$ cat config.mk
export PLATFORM = sky130hd
export DESIGN_NAME = alu_cmd_sequencer
export DESIGN_NICKNAME = d
export VERILOG_FILES = /design/src/rtl/alu_cmd_sequencer.sv
export SDC_FILE = /design/constraint.sdc
export NUM_CORES = 1
export LEC_CHECK = 0
export CAP_MARGIN = 20
export CORE_UTILIZATION = 54
export DETAILED_ROUTE_END_ITERATION = 16
export PLACE_DENSITY = 0.81
export SLEW_MARGIN = 20
export SYNTH_ARGS = -nofsm -noshare
export SYNTH_HDL_FRONTEND = slang
export SYNTH_SLANG_ARGS = --single-unit
$ cat constraint.sdc
create_clock -name clk -period 2.5 [get_ports clk]
set_input_delay 0.75 -clock clk [delete_from_list [all_inputs] [get_ports clk]]
set_output_delay 0.75 -clock clk [all_outputs]
set_load 0.02 [all_outputs]
$ cat src/rtl/alu_cmd_sequencer.sv
// Command sequencer for the external combinational ALU: reads operands from a
// small register file, issues them for one cycle, captures and returns the result.
module alu_cmd_sequencer #(
  parameter int DATA_W = 4,
  parameter int NREG   = 4,
  parameter int CNT_W  = 8
) (
  input  logic                     clk,
  input  logic                     rst,
  input  logic                     cmd_valid,
  output logic                     cmd_ready,
  input  logic                     cmd_load,
  input  logic [2:0]               cmd_op,
  input  logic [$clog2(NREG)-1:0]  cmd_src_a,
  input  logic [$clog2(NREG)-1:0]  cmd_src_b,
  input  logic [$clog2(NREG)-1:0]  cmd_dst,
  input  logic                     cmd_wr_en,
  input  logic [DATA_W-1:0]        cmd_imm,
  output logic [DATA_W-1:0]        alu_a,
  output logic [DATA_W-1:0]        alu_b,
  output logic [2:0]               alu_op,
  input  logic [DATA_W-1:0]        alu_result,
  output logic                     res_valid,
  input  logic                     res_ready,
  output logic [DATA_W-1:0]        res_data,
  output logic [$clog2(NREG)-1:0]  res_dst,
  output logic                     res_zero,
  output logic [CNT_W-1:0]         cmd_count
);

  localparam int AW = $clog2(NREG);

  // state  | meaning
  // IDLE   | ready for a command
  // ISSUE  | operands on the ALU inputs, result captured on the next edge
  // RESP   | response held until res_ready
  typedef enum logic [1:0] {S_IDLE, S_ISSUE, S_RESP} state_t;

  state_t              state_q, state_d;
  logic [DATA_W-1:0]   regs_q [NREG];
  logic [DATA_W-1:0]   regs_d [NREG];
  logic [DATA_W-1:0]   alu_a_q, alu_a_d, alu_b_q, alu_b_d;
  logic [2:0]          alu_op_q, alu_op_d;
  logic [AW-1:0]       dst_q, dst_d;
  logic                wr_en_q, wr_en_d;
  logic                res_valid_q, res_valid_d;
  logic [DATA_W-1:0]   res_data_q, res_data_d;
  logic [AW-1:0]       res_dst_q, res_dst_d;
  logic                res_zero_q, res_zero_d;
  logic [CNT_W-1:0]    cmd_count_q, cmd_count_d;

  always_comb begin
    state_d     = state_q;
    regs_d      = regs_q;
    alu_a_d     = alu_a_q;
    alu_b_d     = alu_b_q;
    alu_op_d    = alu_op_q;
    dst_d       = dst_q;
    wr_en_d     = wr_en_q;
    res_valid_d = res_valid_q;
    res_data_d  = res_data_q;
    res_dst_d   = res_dst_q;
    res_zero_d  = res_zero_q;
    cmd_count_d = cmd_count_q;
    case (state_q)
      S_IDLE: begin
        if (cmd_valid) begin
          if (cmd_load) begin
            regs_d[cmd_dst] = cmd_imm;
            res_data_d      = cmd_imm;
            res_dst_d       = cmd_dst;
            res_zero_d      = (cmd_imm == '0);
            res_valid_d     = 1'b1;
            state_d         = S_RESP;
          end else begin
            alu_a_d  = regs_q[cmd_src_a];
            alu_b_d  = regs_q[cmd_src_b];
            alu_op_d = cmd_op;
            dst_d    = cmd_dst;
            wr_en_d  = cmd_wr_en;
            state_d  = S_ISSUE;
          end
        end
      end
      S_ISSUE: begin
        res_data_d  = alu_result;
        res_dst_d   = dst_q;
        res_zero_d  = (alu_result == '0);
        res_valid_d = 1'b1;
        if (wr_en_q) regs_d[dst_q] = alu_result;
        state_d = S_RESP;
      end
      S_RESP: begin
        if (res_ready) begin
          res_valid_d = 1'b0;
          cmd_count_d = cmd_count_q + CNT_W'(1);
          state_d     = S_IDLE;
        end
      end
      default: state_d = S_IDLE;
    endcase
  end

  always_ff @(posedge clk or posedge rst) begin
    if (rst) begin
      state_q     <= S_IDLE;
      for (int i = 0; i < NREG; i++) regs_q[i] <= '0;
      alu_a_q     <= '0;
      alu_b_q     <= '0;
      alu_op_q    <= '0;
      dst_q       <= '0;
      wr_en_q     <= 1'b0;
      res_valid_q <= 1'b0;
      res_data_q  <= '0;
      res_dst_q   <= '0;
      res_zero_q  <= 1'b0;
      cmd_count_q <= '0;
    end else begin
      state_q     <= state_d;
      regs_q      <= regs_d;
      alu_a_q     <= alu_a_d;
      alu_b_q     <= alu_b_d;
      alu_op_q    <= alu_op_d;
      dst_q       <= dst_d;
      wr_en_q     <= wr_en_d;
      res_valid_q <= res_valid_d;
      res_data_q  <= res_data_d;
      res_dst_q   <= res_dst_d;
      res_zero_q  <= res_zero_d;
      cmd_count_q <= cmd_count_d;
    end
  end

  assign cmd_ready = (state_q == S_IDLE) && !rst;
  assign alu_a     = alu_a_q;
  assign alu_b     = alu_b_q;
  assign alu_op    = alu_op_q;
  assign res_valid = res_valid_q;
  assign res_data  = res_data_q;
  assign res_dst   = res_dst_q;
  assign res_zero  = res_zero_q;
  assign cmd_count = cmd_count_q;

endmodule

# Word-level counts from Yosys, hierarchy flattened
# Index checks and enable logic that the tools add are counted.
[totals] elab_cells=81 output_inout_bits=28 inputBits=23 regBits=48
[classes] reduce_logical=15 muxes=33 magnitude_cmp=6 n_addsub=1 bitwise=5 eq_ne=6
[ops] cell="$mux W16" n=3
[ops] cell="$bwmux W16" n=2
[ops] cell="$mux W4" n=8
[ops] cell="$pmux W16 S2" n=1
[ops] cell="$bmux W4 S2" n=2
[ops] cell="$demux W4 S2" n=2
[ops] cell="$ge A3 B3 Y1 const B" n=4
[ops] cell="$not A2 Y3" n=4
[ops] cell="$mux W2" n=5
[ops] cell="$add A8 B1 Y8 const B" n=1
[ops] cell="$logic_not A4 Y1" n=2
[ops] cell="$ne A2 B2 Y1 const B" n=4
[ops] cell="$pmux W4 S2" n=1
[ops] cell="$reduce_and A4 Y1" n=2
[ops] cell="$lt A3 B1 Y1 const B" n=2
[ops] cell="$pmux W2 S3" n=1
[ops] cell="$reduce_and A3 Y1" n=2
[ops] cell="$mux W1" n=5
[ops] cell="$pmux W2 S2" n=1
[ops] cell="$reduce_and A2 Y1" n=2
[ops] cell="$logic_and A1 B1 Y1" n=3
[ops] cell="$pmux W1 S3" n=1
[ops] cell="$reduce_bool A3 Y1" n=1
[ops] cell="$eq A2 B1 Y1 const B" n=1
[ops] cell="6 further kinds" n=6

# Logic depth before layout (Yosys ltp)
[logic_depth] ltp_word=9 ltp_mapped=7 mapped_depth_nobuf=5

# Least setup slack after synthesis
# Ideal clock, no wire load.
[synth_timing] path_type="input to output" from="input rst" to="output cmd_ready" path_buffers=0 cell_stages=1 setup_slack_ps=545 t_arrival_ps=1205 required_ps=1750 cell_sequence="nor3_1"
[synth_between] elab_chain_cells=2
[synth_lines] element="from (decl)" line="9" rtl="input logic rst,"
[synth_lines] element="$logic_not A1 Y1" line="134" rtl="assign cmd_ready = (state_q == S_IDLE) && !rst;"
[synth_lines] element="$logic_and A1 B1 Y1" line="134"
[synth_lines] element="to (decl)" line="11" rtl="output logic cmd_ready,"
# Every way passes these cells.

# Final worst setup path
# Ends and elaborated chain as after synthesis.

==> summary.txt <==
Pwr
  – Pwr Total: 3.17 mW
  – Worst VDD drop: just under 0.8 mV
  – Static Leak: 1.28 nW
  – P per Cell Area: between 1000 and 1500 mW/mm^2

Timing
  – TNS Setup: 0 ns
  – Clock skew: about 0.006 ns
  – Final Hold Viols: 0
  – RSZ-0062 raised after global routing: no
  – Fmax: 0.416 GHz
  – Slew @ Worst Pin: approximately 0.50 ns
  – Final setup viols: 0
  – Slew headroom: 66.6%
  – Final worst-path cycle share: a little over nine tenths
  – Pins Over Slew Limit: 0
  – Fin crit period: around 2.4 ns

Floorplanning
  – Row cnt: 23
  – CORE AREA: roughly 0.0041 mm^2
  – DIE AREA: 0.00467 mm^2
  – Die height: a little under 70 um
  – I/O Pins: 51
  – Initial core utilization: 57.8%
  – Die width: between 60 and 70 um

Synth
  – Synth Flop Type: dfrtp_1
  – Asr flop ratio synth: 100%
  – Synthesized net count: 203
  – Area leader, netlist: dfrtp_1
  – Synthesized area: 0.00238 mm^2
  – Synth top area cells: dfrtp_1 (50%), mux4_2 (7.6%), mux2_2 (7.1%)
  – Seq/Total Area, Yosys: approximately half
  – Post-synth EDFFs: 0
  – Top cell type's share of synthesized area: roughly half
  – Syn_area_per_cell: 13.3 um^2
  – Netlist cell types: 35
  – Post-Syn Instances: ~180
  – Yosys warning total: 0
  – Seq cells post-synth: 48

GRT
  – Met3 Usage GRT: roughly 5%
  – GRT Total Usage: 25.6%
  – Most Crowded Layer GR: met2
  – Vias in the first global route: 1686
  – Gr ovfl total: 0
  – Met1 Track Usage GR: ~33%
  – Largest net degree at the start of global routing: 38
  – Initial antenna violation count: 0
  – Global routing usage on met2: about two fifths
  – First-pass GRT wire length: about 8600 um

Routing
  – Via Count: around 1700
  – Final ANT Viol Nets: 0
  – TritonRoute pass-1 iters: 4
  – DRT iter0 DRCs: 100
  – Post-route DRC: 0
  – Vias/cell: just over 6
  – Detailed Route WL: around 5300 um
  – DR WL/cell: 18.5 um

Worst hold path
  – Hold path startpoint: cmd_count[7]$_DFFE_PP0P_
  – Hold Path Class: register to register
  – Hold Path Depth: 1
  – Worst Hold End: cmd_count[7]$_DFFE_PP0P_

Final layout
  – Post-Layout Cell Count: around 290
  – Synthesis-to-finish area growth: 28.9%
  – Share of cells above drive strength 1: 22.3%
  – Commonest non-fill, non-tap cell in the layout: clkdlybuf4s50_1
  – # diodes: 0
  – Final cell utilization of the core: 74.5%
  – Commonest non-fill, non-tap cells in the layout: clkdlybuf4s50_1 (49), dfrtp_1 (48), a22oi_1 (16), o2bb2ai_1 (16), mux2_2 (15)
  – Design area: ~0.003 mm^2
  – Nets: about 260

Setup path
  – Worst r2r src: state_q[1]$_DFFE_PP0P_
  – Crit-path max FO: 2
  – WP data arrival: between 1.5 and 2 ns
  – Crit. End Element: output port
  – Worst Path Required: 1.75 ns
  – R2R Path End: regs_q[4]$_DFFE_PP0P_
  – Worst r2r path cells: 5
  – R2R Setup Slk: roughly 0.87 ns
  – Startpoint type of the worst setup path: primary input
  – Crit path launch: rst
  – Crit path kind: primary input to output port

CTS
  – Postcts setup bufs: 0
  – H-tree lvl count: 2
  – Post-CTS Resized: 1
  – Root Driver: clkbuf_8
  – Worst skew pair latency: roughly 0.30 ns
  – CTS Hold Bufs: 0
  – TritonCTS clock tree: built
  – CTS Sinks: 48
  – Bufs on Longest Clock Path: 2
  – Num CTS Buffers: 5
  – Clock slew at reported path FFs: 0.09 ns

Placement
  – DP Area: between 0.002 and 0.003 mm^2
  – Number of port buffers: 50
  – Final HPWL from detailed placement: slightly below 4000 um
  – Post-placement cell count: 280
  – RePlAce Congestion: 0.963

Run
  – Max cap viols: 0

Outcome
  – Status: finished clean
Yosys cell counts (3+ instances only):
master / n
a21oi_1: 3
a22oi_1: 16
and3_1: 3
buf_6: 4
dfrtp_1: 48
inv_1: 3
mux2_2: 15
mux2i_1: 6
mux4_2: 8
nand2_1: 8
nand3_1: 5
nor2_1: 3
o21ai_0: 7
o21ai_2: 4
o2bb2ai_1: 16
xnor2_1: 5
area by class of cell:
cell class	instances	area (um^2)
clock buffers	5	68.8
clock inverters	3	42.5
multi-input cells	121	1110
flip-flops and latches	48	1200
well taps	50	62.6
inverters	3	11.3
fillers	268	1050
repair buffers	58	572
worst max-delay path, stage by stage:
cell and delay (ns):
clkdlybuf4s50_1 0.42, nor3_1 0.13, dlygate4sd2_1 0.36
state kept, by name, indices dropped and copies added, names as in the netlist:
name / count
regs_q: 16
dst_q: 2
state_q: 2
cmd_count: 8
alu_b: 4
alu_op: 3
res_valid: 1
res_data: 4
alu_a: 4
wr_en_q: 1
res_zero: 1
res_dst: 2
through the flow:
stage / hold slack [ns] / setup slack, ns
2_1_floorplan: 0.467 / 0.545
3_3_place_gp: 0.461 / -0.176
3_5_place_dp: 0.465 / -0.172
4_1_cts: 0.478 / 0.0983
5_1_grt: 0.488 / 0.0523
6_report: 0.473 / 0.0983
report_power, final:
part / internal (mW) / leakage (nW) / switching (mW)
combinational: 0.698 / 0.622 / 0.540
sequential: 1.10 / 0.601 / 0.286
clock: 0.296 / 0.0541 / 0.258
routing by layer:
layer  part of all wire [%]  up-vias
met5                      0        -
met4                    1.8        0
met3                    4.2       11
met2                     51       54
met1                     43      873
li1                       -      805
worst max-delay path by stage:
stage,endpoint,cells past startpoint
CTS,cmd_ready,3
global route,cmd_ready,3
detailed placement,cmd_ready,3
global placement,cmd_ready,3
floorplan,cmd_ready,1
finish,cmd_ready,3
logic make-up (layout without fill, tap and decap cells):
group | Yosys count | count (layout) | synth area share (%)
flip-flops | 48 | 48 | 50.5
adder cells (fa/ha/maj) | 1 | 1 | 0.526
AO/OA/AOI/OAI | 49 | 49 | 15.4
XOR/XNOR | 7 | 7 | 2.58
AND/OR/NAND/NOR | 35 | 35 | 10.9
buffers and inverters | 10 | 69 | 2.89
multiplexers | 29 | 29 | 17.2
Power figures use the tool's default switching activity.
